**config.mk**
```make
export PLATFORM = sky130hd
export DESIGN_NAME = prog_mem_ctrl_flat
export DESIGN_NICKNAME = d
export VERILOG_FILES = /design/src/rtl/prog_mem_pkg.sv /design/src/rtl/prog_mem_if.sv /design/src/rtl/prog_mem_array.sv /design/src/rtl/prog_mem_ctrl.sv /design/src/flat_wrapper.sv
export SDC_FILE = /design/constraint.sdc
export NUM_CORES = 1
export LEC_CHECK = 0
export ABC_AREA = 1
export BUFFER_PORTS_ARGS = -buffer_cell sky130_fd_sc_hd__buf_2
export CELL_PAD_IN_SITES_DETAIL_PLACEMENT = 1
export CELL_PAD_IN_SITES_GLOBAL_PLACEMENT = 1
export CORE_MARGIN = 8
export CORE_UTILIZATION = 44
export DETAILED_ROUTE_END_ITERATION = 6
export PLACE_DENSITY = 0.77
export SETUP_SLACK_MARGIN = 0.05
export SLEW_MARGIN = 20
export SYNTH_ARGS = -nofsm -noshare
export SYNTH_HDL_FRONTEND = slang
export SYNTH_HIERARCHICAL = 1
export SYNTH_SLANG_ARGS = --single-unit
```
**constraint.sdc**
```tcl
create_clock -name clk -period 2.8 [get_ports clk]
set_clock_uncertainty 0.15 [all_clocks]
set_input_delay 0.14 -clock clk [delete_from_list [all_inputs] [get_ports clk]]
set_output_delay 0.14 -clock clk [all_outputs]
set_load 0.03 [all_outputs]
```
**src/rtl/prog_mem_pkg.sv**
```systemverilog
// Shared types, default widths and the parity helper for the program memory controller.
// Optional parity storage is enabled with the PROG_MEM_PARITY_EN macro.
package prog_mem_pkg;

  typedef enum logic {
    StClear = 1'b0,
    StRun   = 1'b1
  } state_e;

  localparam int unsigned DATA_W_DEF = 26;
  localparam int unsigned ADDR_W_DEF = 4;
  localparam int unsigned DEPTH_DEF  = 16;

  // Even parity: the returned bit makes the total count of ones even.
  function automatic logic even_parity(input logic [63:0] data);
    return ^data;
  endfunction

endpackage

```
**src/rtl/prog_mem_if.sv**
```systemverilog
// Loader/fetch bus of the program memory controller; master drives requests, slave answers.
// parity_err exists only when PROG_MEM_PARITY_EN is defined.
interface prog_mem_if
  import prog_mem_pkg::*;
#(
  parameter int unsigned DATA_W = DATA_W_DEF,
  parameter int unsigned ADDR_W = ADDR_W_DEF
);
  logic              write_data;
  logic              wr_auto;
  logic [ADDR_W-1:0] wr_addr;
  logic [DATA_W-1:0] data_to_write;
  logic              load_restart;
  logic              rd_en;
  logic [ADDR_W-1:0] prog_pointer;
  logic [DATA_W-1:0] opcode;
  logic              opcode_valid;
  logic              ready;
  logic [ADDR_W:0]   load_count;
  logic              load_full;
  logic              addr_err;
`ifdef PROG_MEM_PARITY_EN
  logic              parity_err;

  modport master (
    output write_data, wr_auto, wr_addr, data_to_write, load_restart, rd_en, prog_pointer,
    input  opcode, opcode_valid, ready, load_count, load_full, addr_err, parity_err
  );
  modport slave (
    input  write_data, wr_auto, wr_addr, data_to_write, load_restart, rd_en, prog_pointer,
    output opcode, opcode_valid, ready, load_count, load_full, addr_err, parity_err
  );
`else
  modport master (
    output write_data, wr_auto, wr_addr, data_to_write, load_restart, rd_en, prog_pointer,
    input  opcode, opcode_valid, ready, load_count, load_full, addr_err
  );
  modport slave (
    input  write_data, wr_auto, wr_addr, data_to_write, load_restart, rd_en, prog_pointer,
    output opcode, opcode_valid, ready, load_count, load_full, addr_err
  );
`endif
endinterface

```
**src/rtl/prog_mem_array.sv**
```systemverilog
// Word storage with one write port and one registered write-first read port.
// Unimplemented addresses (>= DEPTH) are never written and read back as zero.
module prog_mem_array
  import prog_mem_pkg::*;
#(
  parameter int unsigned DATA_W = DATA_W_DEF,
  parameter int unsigned ADDR_W = ADDR_W_DEF,
  parameter int unsigned DEPTH  = DEPTH_DEF
) (
  input  logic              clk,
  input  logic              reset,
  input  logic              we,
  input  logic [ADDR_W-1:0] waddr,
  input  logic [DATA_W-1:0] wdata,
  input  logic              re,
  input  logic [ADDR_W-1:0] raddr,
  output logic [DATA_W-1:0] rdata
);
  logic [DATA_W-1:0] mem [DEPTH];
  logic [DATA_W-1:0] rdata_q;
  logic              w_ok;
  logic              r_ok;

  assign w_ok = (32'(waddr) < DEPTH);
  assign r_ok = (32'(raddr) < DEPTH);

  always_ff @(posedge clk) begin
    if (we && w_ok) begin
      mem[waddr] <= wdata;
    end
  end

  always_ff @(posedge clk or negedge reset) begin
    if (!reset) begin
      rdata_q <= '0;
    end else if (re) begin
      if (!r_ok) begin
        rdata_q <= '0;
      end else if (we && (waddr == raddr)) begin
        rdata_q <= wdata;
      end else begin
        rdata_q <= mem[raddr];
      end
    end
  end

  assign rdata = rdata_q;

endmodule

```
**src/rtl/prog_mem_ctrl.sv**
```systemverilog
// Program memory controller: clears storage after reset, then serves streamed/explicit writes
// and 1-cycle fetch reads. PROG_MEM_PARITY_EN adds per-word parity and parity_err.
module prog_mem_ctrl
  import prog_mem_pkg::*;
#(
  parameter int unsigned DATA_W = DATA_W_DEF,
  parameter int unsigned ADDR_W = ADDR_W_DEF,
  parameter int unsigned DEPTH  = DEPTH_DEF
) (
  input  logic      clk,
  input  logic      reset,
  prog_mem_if.slave bus
);
`ifdef PROG_MEM_PARITY_EN
  localparam int unsigned PAR_W = 1;
`else
  localparam int unsigned PAR_W = 0;
`endif
  localparam int unsigned       MEM_W     = DATA_W + PAR_W;
  localparam logic [ADDR_W:0]   DEPTH_L   = (ADDR_W+1)'(DEPTH);
  localparam logic [ADDR_W-1:0] LAST_ADDR = ADDR_W'(DEPTH - 1);

  state_e            state_q, state_d;
  logic [ADDR_W-1:0] clr_q, clr_d;
  logic [ADDR_W:0]   cnt_q, cnt_d;
  logic              valid_q;
  logic              err_q, err_d;
  logic              we, re;
  logic [ADDR_W-1:0] waddr;
  logic [MEM_W-1:0]  wdata, rdata;
  logic              full, wr_oor, rd_oor, wr_str;

  assign full   = (cnt_q == DEPTH_L);
  assign wr_oor = ({1'b0, bus.wr_addr} >= DEPTH_L);
  assign rd_oor = ({1'b0, bus.prog_pointer} >= DEPTH_L);

  always_comb begin
    state_d = state_q;
    clr_d   = clr_q;
    cnt_d   = cnt_q;
    err_d   = 1'b0;
    we      = 1'b0;
    re      = 1'b0;
    waddr   = clr_q;
    wdata   = '0;
    wr_str  = 1'b0;
    unique case (state_q)
      StClear: begin
        we = 1'b1;
        if (clr_q == LAST_ADDR) begin
          state_d = StRun;
        end else begin
          clr_d = clr_q + 1'b1;
        end
      end
      StRun: begin
        wr_str = bus.write_data & bus.wr_auto & ~full;
        we     = wr_str | (bus.write_data & ~bus.wr_auto & ~wr_oor);
        waddr  = bus.wr_auto ? cnt_q[ADDR_W-1:0] : bus.wr_addr;
`ifdef PROG_MEM_PARITY_EN
        wdata  = {even_parity(64'(bus.data_to_write)), bus.data_to_write};
`else
        wdata  = bus.data_to_write;
`endif
        re     = bus.rd_en;
        if (wr_str) begin
          cnt_d = cnt_q + 1'b1;
        end
        // One pulse covers any mix of bad write and bad read in the same cycle.
        err_d = (bus.write_data & (bus.wr_auto ? full : wr_oor)) | (bus.rd_en & rd_oor);
      end
    endcase
    // Restart wins over the increment; the write above already used the old pointer.
    if (bus.load_restart) begin
      cnt_d = '0;
    end
  end

  always_ff @(posedge clk or negedge reset) begin
    if (!reset) begin
      state_q <= StClear;
      clr_q   <= '0;
      cnt_q   <= '0;
      valid_q <= 1'b0;
      err_q   <= 1'b0;
    end else begin
      state_q <= state_d;
      clr_q   <= clr_d;
      cnt_q   <= cnt_d;
      valid_q <= re;
      err_q   <= err_d;
    end
  end

  prog_mem_array #(
    .DATA_W (MEM_W),
    .ADDR_W (ADDR_W),
    .DEPTH  (DEPTH)
  ) u_array (
    .clk   (clk),
    .reset (reset),
    .we    (we),
    .waddr (waddr),
    .wdata (wdata),
    .re    (re),
    .raddr (bus.prog_pointer),
    .rdata (rdata)
  );

  assign bus.opcode       = rdata[DATA_W-1:0];
  assign bus.opcode_valid = valid_q;
  assign bus.ready        = (state_q == StRun);
  assign bus.load_count   = cnt_q;
  assign bus.load_full    = full;
  assign bus.addr_err     = err_q;
`ifdef PROG_MEM_PARITY_EN
  assign bus.parity_err   = valid_q & (rdata[DATA_W] != even_parity(64'(rdata[DATA_W-1:0])));
`endif

endmodule

```
**src/flat_wrapper.sv**
```systemverilog
// flat-port wrapper written by rule: the top's interface ports become plain ports
module prog_mem_ctrl_flat import prog_mem_pkg::*;
#(
  parameter int unsigned DATA_W = DATA_W_DEF,
  parameter int unsigned ADDR_W = ADDR_W_DEF,
  parameter int unsigned DEPTH  = DEPTH_DEF
)
  (clk, reset, bus_write_data, bus_wr_auto, bus_wr_addr, bus_data_to_write, bus_load_restart, bus_rd_en, bus_prog_pointer, bus_opcode, bus_opcode_valid, bus_ready, bus_load_count, bus_load_full, bus_addr_err);
  prog_mem_if #(.DATA_W(DATA_W), .ADDR_W(ADDR_W)) bus_i ();
  input  logic clk;
  input  logic reset;
  input wire logic [$bits(bus_i.write_data)-1:0] bus_write_data;
  input wire logic [$bits(bus_i.wr_auto)-1:0] bus_wr_auto;
  input wire logic [$bits(bus_i.wr_addr)-1:0] bus_wr_addr;
  input wire logic [$bits(bus_i.data_to_write)-1:0] bus_data_to_write;
  input wire logic [$bits(bus_i.load_restart)-1:0] bus_load_restart;
  input wire logic [$bits(bus_i.rd_en)-1:0] bus_rd_en;
  input wire logic [$bits(bus_i.prog_pointer)-1:0] bus_prog_pointer;
  output wire logic [$bits(bus_i.opcode)-1:0] bus_opcode;
  output wire logic [$bits(bus_i.opcode_valid)-1:0] bus_opcode_valid;
  output wire logic [$bits(bus_i.ready)-1:0] bus_ready;
  output wire logic [$bits(bus_i.load_count)-1:0] bus_load_count;
  output wire logic [$bits(bus_i.load_full)-1:0] bus_load_full;
  output wire logic [$bits(bus_i.addr_err)-1:0] bus_addr_err;
  assign bus_i.write_data = bus_write_data;
  assign bus_i.wr_auto = bus_wr_auto;
  assign bus_i.wr_addr = bus_wr_addr;
  assign bus_i.data_to_write = bus_data_to_write;
  assign bus_i.load_restart = bus_load_restart;
  assign bus_i.rd_en = bus_rd_en;
  assign bus_i.prog_pointer = bus_prog_pointer;
  assign bus_opcode = bus_i.opcode;
  assign bus_opcode_valid = bus_i.opcode_valid;
  assign bus_ready = bus_i.ready;
  assign bus_load_count = bus_i.load_count;
  assign bus_load_full = bus_i.load_full;
  assign bus_addr_err = bus_i.addr_err;
  prog_mem_ctrl #(.DATA_W(DATA_W), .ADDR_W(ADDR_W), .DEPTH(DEPTH)) u_core (.clk(clk), .reset(reset), .bus(bus_i));
endmodule
```
==> impl_metrics.py <==
metrics = {
    "critical_path": {
        "cp-end-kind": "flip-flop",
        "crit_type": "flip-flop to flip-flop",
        "max_stage_delay_ps": 450,
        "critPathRequiredTime_ps": 2920,
        "worstRegToRegCells": 8,
        "crit_buf_inv": 3,
        "cp.arrival_ps": 2700,
        "r2r_slack_ps": 220,
        "worst_setup_path_start_kind": "flip-flop",
        "cp_max_fo": 16,
        "worst_path_max_delay_cell": "dfrtp_1",
        "r2r-end": "u_core/u_array/mem[5][18]",
        "timing.rr.start": "u_core/bus.load_count[0]",
        "crit_chain": "inv_1 -> ha_1 -> nand3_4 -> o22ai_1 -> inv_1 -> nand3_1 -> nor2_4 -> buf_12",
        "path_delay_family": "simple AND/OR/NAND/NOR gates",
        "cpMostUsedCell": "inv_1",
    },
    "place": {
        "port_buffers": 74,
        "gp_congestion": 0.808,
        "placed_cells": 2600,
        "dpl.hpwl_um": 34700,
    },
    "status": {
        "outcome": "finished, final reports clean",
    },
    "drt": {
        "routedWlPerCell_um": 22.0,
        "antenna_left": 0,
        "drt_iter0_drc": 1064,
        "dr_total_vias": 14400,
        "drc_errors": 0,
        "wl_um": 59300,
        "viasPerCell": 5.33,
        "first_pass_iters": 6,
    },
    "yosys": {
        "yosys.area.top_type_share_pct": 62.8,
        "synth.area.top_cells": "edfxtp_1, nand2_1, nand3_1, inv_1, dfrtp_1",
        "yosysSeqAreaShare_pct": 67.6,
        "synth_nets": 2023,
        "synth_cells": 1980,
        "synth_top_area_cell": "edfxtp_1",
        "yosysWarningCount": 6,
        "netlist_area_sq_um": 19900,
        "synthDistinctLibCells": 30,
        "yosys_register_bits": 454,
        "synth.avg_cell_area_sq_um": 10.0,
    },
    "timing": {
        "fmax_ghz": 0.387,
        "setup_violations": 0,
        "maxSlewHeadroom_pct": 47.6,
        "worst_hold_slack_ps": 22.1,
        "rsz0062_at_grt": "no",
        "period_minus_slack_ps": 2580,
        "drv_slew": 0,
        "finalCritPeriodShare_pct": 92.2,
        "worst_pin_slew_ps": 787,
        "final_hold_viol_count": 0,
    },
    "final_layout": {
        "regArea_sq_um": 13400,
        "fill_cells": 4880,
        "fin_nets": 2103,
        "drive_above_1_share_pct": 10.5,
        "area.growth.synth_to_final_pct": 15.0,
        "utilization_pct": 50.9,
        "final_cell_mix": "nand2_1, edfxtp_1, nand3_1",
        "multi_input_area_sq_um": 5020,
        "final_common_cell": "nand2_1",
        "n_antenna_cell": 0,
        "layout.cells.non_filler": 2699,
    },
    "clocking": {
        "ctsLongestPathBuffers": 3,
        "post_cts_buffers": 0,
        "clockRootBuffer": "clkbuf_16",
        "cts_tree": "done",
        "cts_max_level": 2,
        "cts_inserted_buffers": 48,
        "clock_latency_ps": 580,
        "clkTransAtPathRegs_ps": 60,
        "clock_sinks": 454,
    },
    "global_route": {
        "grt_pass1_vias": 15700,
        "grt_usage_pct": 22.5,
        "antenna_found_initial": 0,
        "grt_max_degree": 105,
        "grt_pass1_wl_um": 91300,
        "overflow": 0,
    },
    "floorplan": {
        "die_h_um": 229,
        "row_count": 78,
        "dieArea_sq_um": 52300,
        "die_x_um": 229,
        "design.core.area_sq_um": 45000,
        "io_pins": 75,
        "start_util_pct": 44.2,
    },
    "worst_hold_path": {
        "hp-class": "primary input to async pin",
    },
    "power_and_ir_drop": {
        "leakagePower_nw": 9.97,
        "p_per_area_nw_per_um2": 667,
        "irDropWorstVdd_uv": 437,
    },
    "run": {
        "maxCapViolations": 0,
    },
}
[per-stage QoR]
stage | setup TNS (ps) | power (W) | worst slack [ps] | cell area (sq um)
finish | 0 | 0.0153 | 217 | 22900
global route | 0 | 0.0157 | 82.6 | 22900
CTS | 0 | 0.0154 | 106 | 22900
detailed placement | 0 | 0.00903 | 197 | 21200
global placement | 0 | 0.00897 | 337 | 21200
floorplan | -88930 | 0.00850 | -292 | 19900
[how the worst max path moves through the flow]
stage / startpoint / end / cells after the start
final: u_core/bus.load_count[0] / u_core/u_array/mem[5][18] / 8
after global routing: u_core/bus.load_count[0] / u_core/u_array/mem[5][6] / 8
after detailed placement: u_core/bus.load_count[0] / u_core/u_array/mem[5][9] / 8
after global placement: u_core/bus.load_count[0] / u_core/u_array/mem[5][14] / 8
after floorplan: u_core/bus.ready / u_core/u_array/mem[12][0] / 6
after CTS: u_core/bus.ready / u_core/u_array/mem[15][18] / 5
[worst reg2reg max path, stage by stage, from the launching register on]
cell and delay [ps]:
dfrtp_1 450, inv_1 110, ha_1 240, nand3_4 130, o22ai_1 90, inv_1 130
nand3_1 350, nor2_4 380, buf_12 230
[power breakdown]
part	leakage [nW]	switching (W)	internal, W	total [W]
Clock	0.765	0.00263	0.00372	0.00635
Sequential	4.22	0.0000824	0.00756	0.00764
Combinational	4.99	0.000934	0.000328	0.00126
[metal layers]
metal / vias up / routed length (um) / GRT usage, %
met3: 101 / 3580 / 4.62
met5: - / 0 / 0
met2: 430 / 29800 / 39.4
li1: 6553 / - / -
met4: 0 / 1720 / 6.84
met1: 7295 / 24200 / 27.8
[registers in the layout (all words and copies together) (netlist names)]
register,count
u_core/bus.addr_err,1
u_core/bus.opcode_valid,1
u_core/u_array/mem,416
u_core/bus.load_count,5
u_core/bus.ready,1
u_core/u_array/rdata,26
u_core/clr_q,4
[cell type report]
class                           count  share of cell area, %
Sequential cell                   454                   58.8
Timing Repair Buffer              130                   4.48
Clock inverter                     21                  0.924
Multi-Input combinational cell   1141                   22.0
Clock buffer                       68                   5.90
Tap cell                          600                   3.28
Inverter                          285                   4.70
[Yosys cell counts (all sizes together)]
cell type  count
clkinv         1
a21o           1
nor2          28
o21bai        26
dfrtp         38
inv          284
ha             3
nand4          6
nand2        760
xor2           2
o21ai          9
nor3           2
edfxtp       416
nand3        299
buf           82
o22ai          2
a21oi          3
clkbuf        18
[timing repair]
| item | CTS | global route |
|---|---|---|
| hold buffers | 10 | 0 |
| setup endpoints to repair | 0 | 161 |
| endpoints found under the hold margin | 33 | 0 |
| resized for setup | 0 | 2 |
[cells by family (layout without fill, tap and decap cells)]
group	count (synthesis)	after routing	synth area share, %
and+or+nand+nor	1095	1095	22.9
buffers and inverters	385	504	7.81
AOI/OAI and AO/OA	41	41	1.40
adders and majority gates	3	3	0.189
xor gates and xnor gates	2	2	0.0881
DFF	454	454	67.6
No activity file was read; power rests on OpenSTA's default activity.
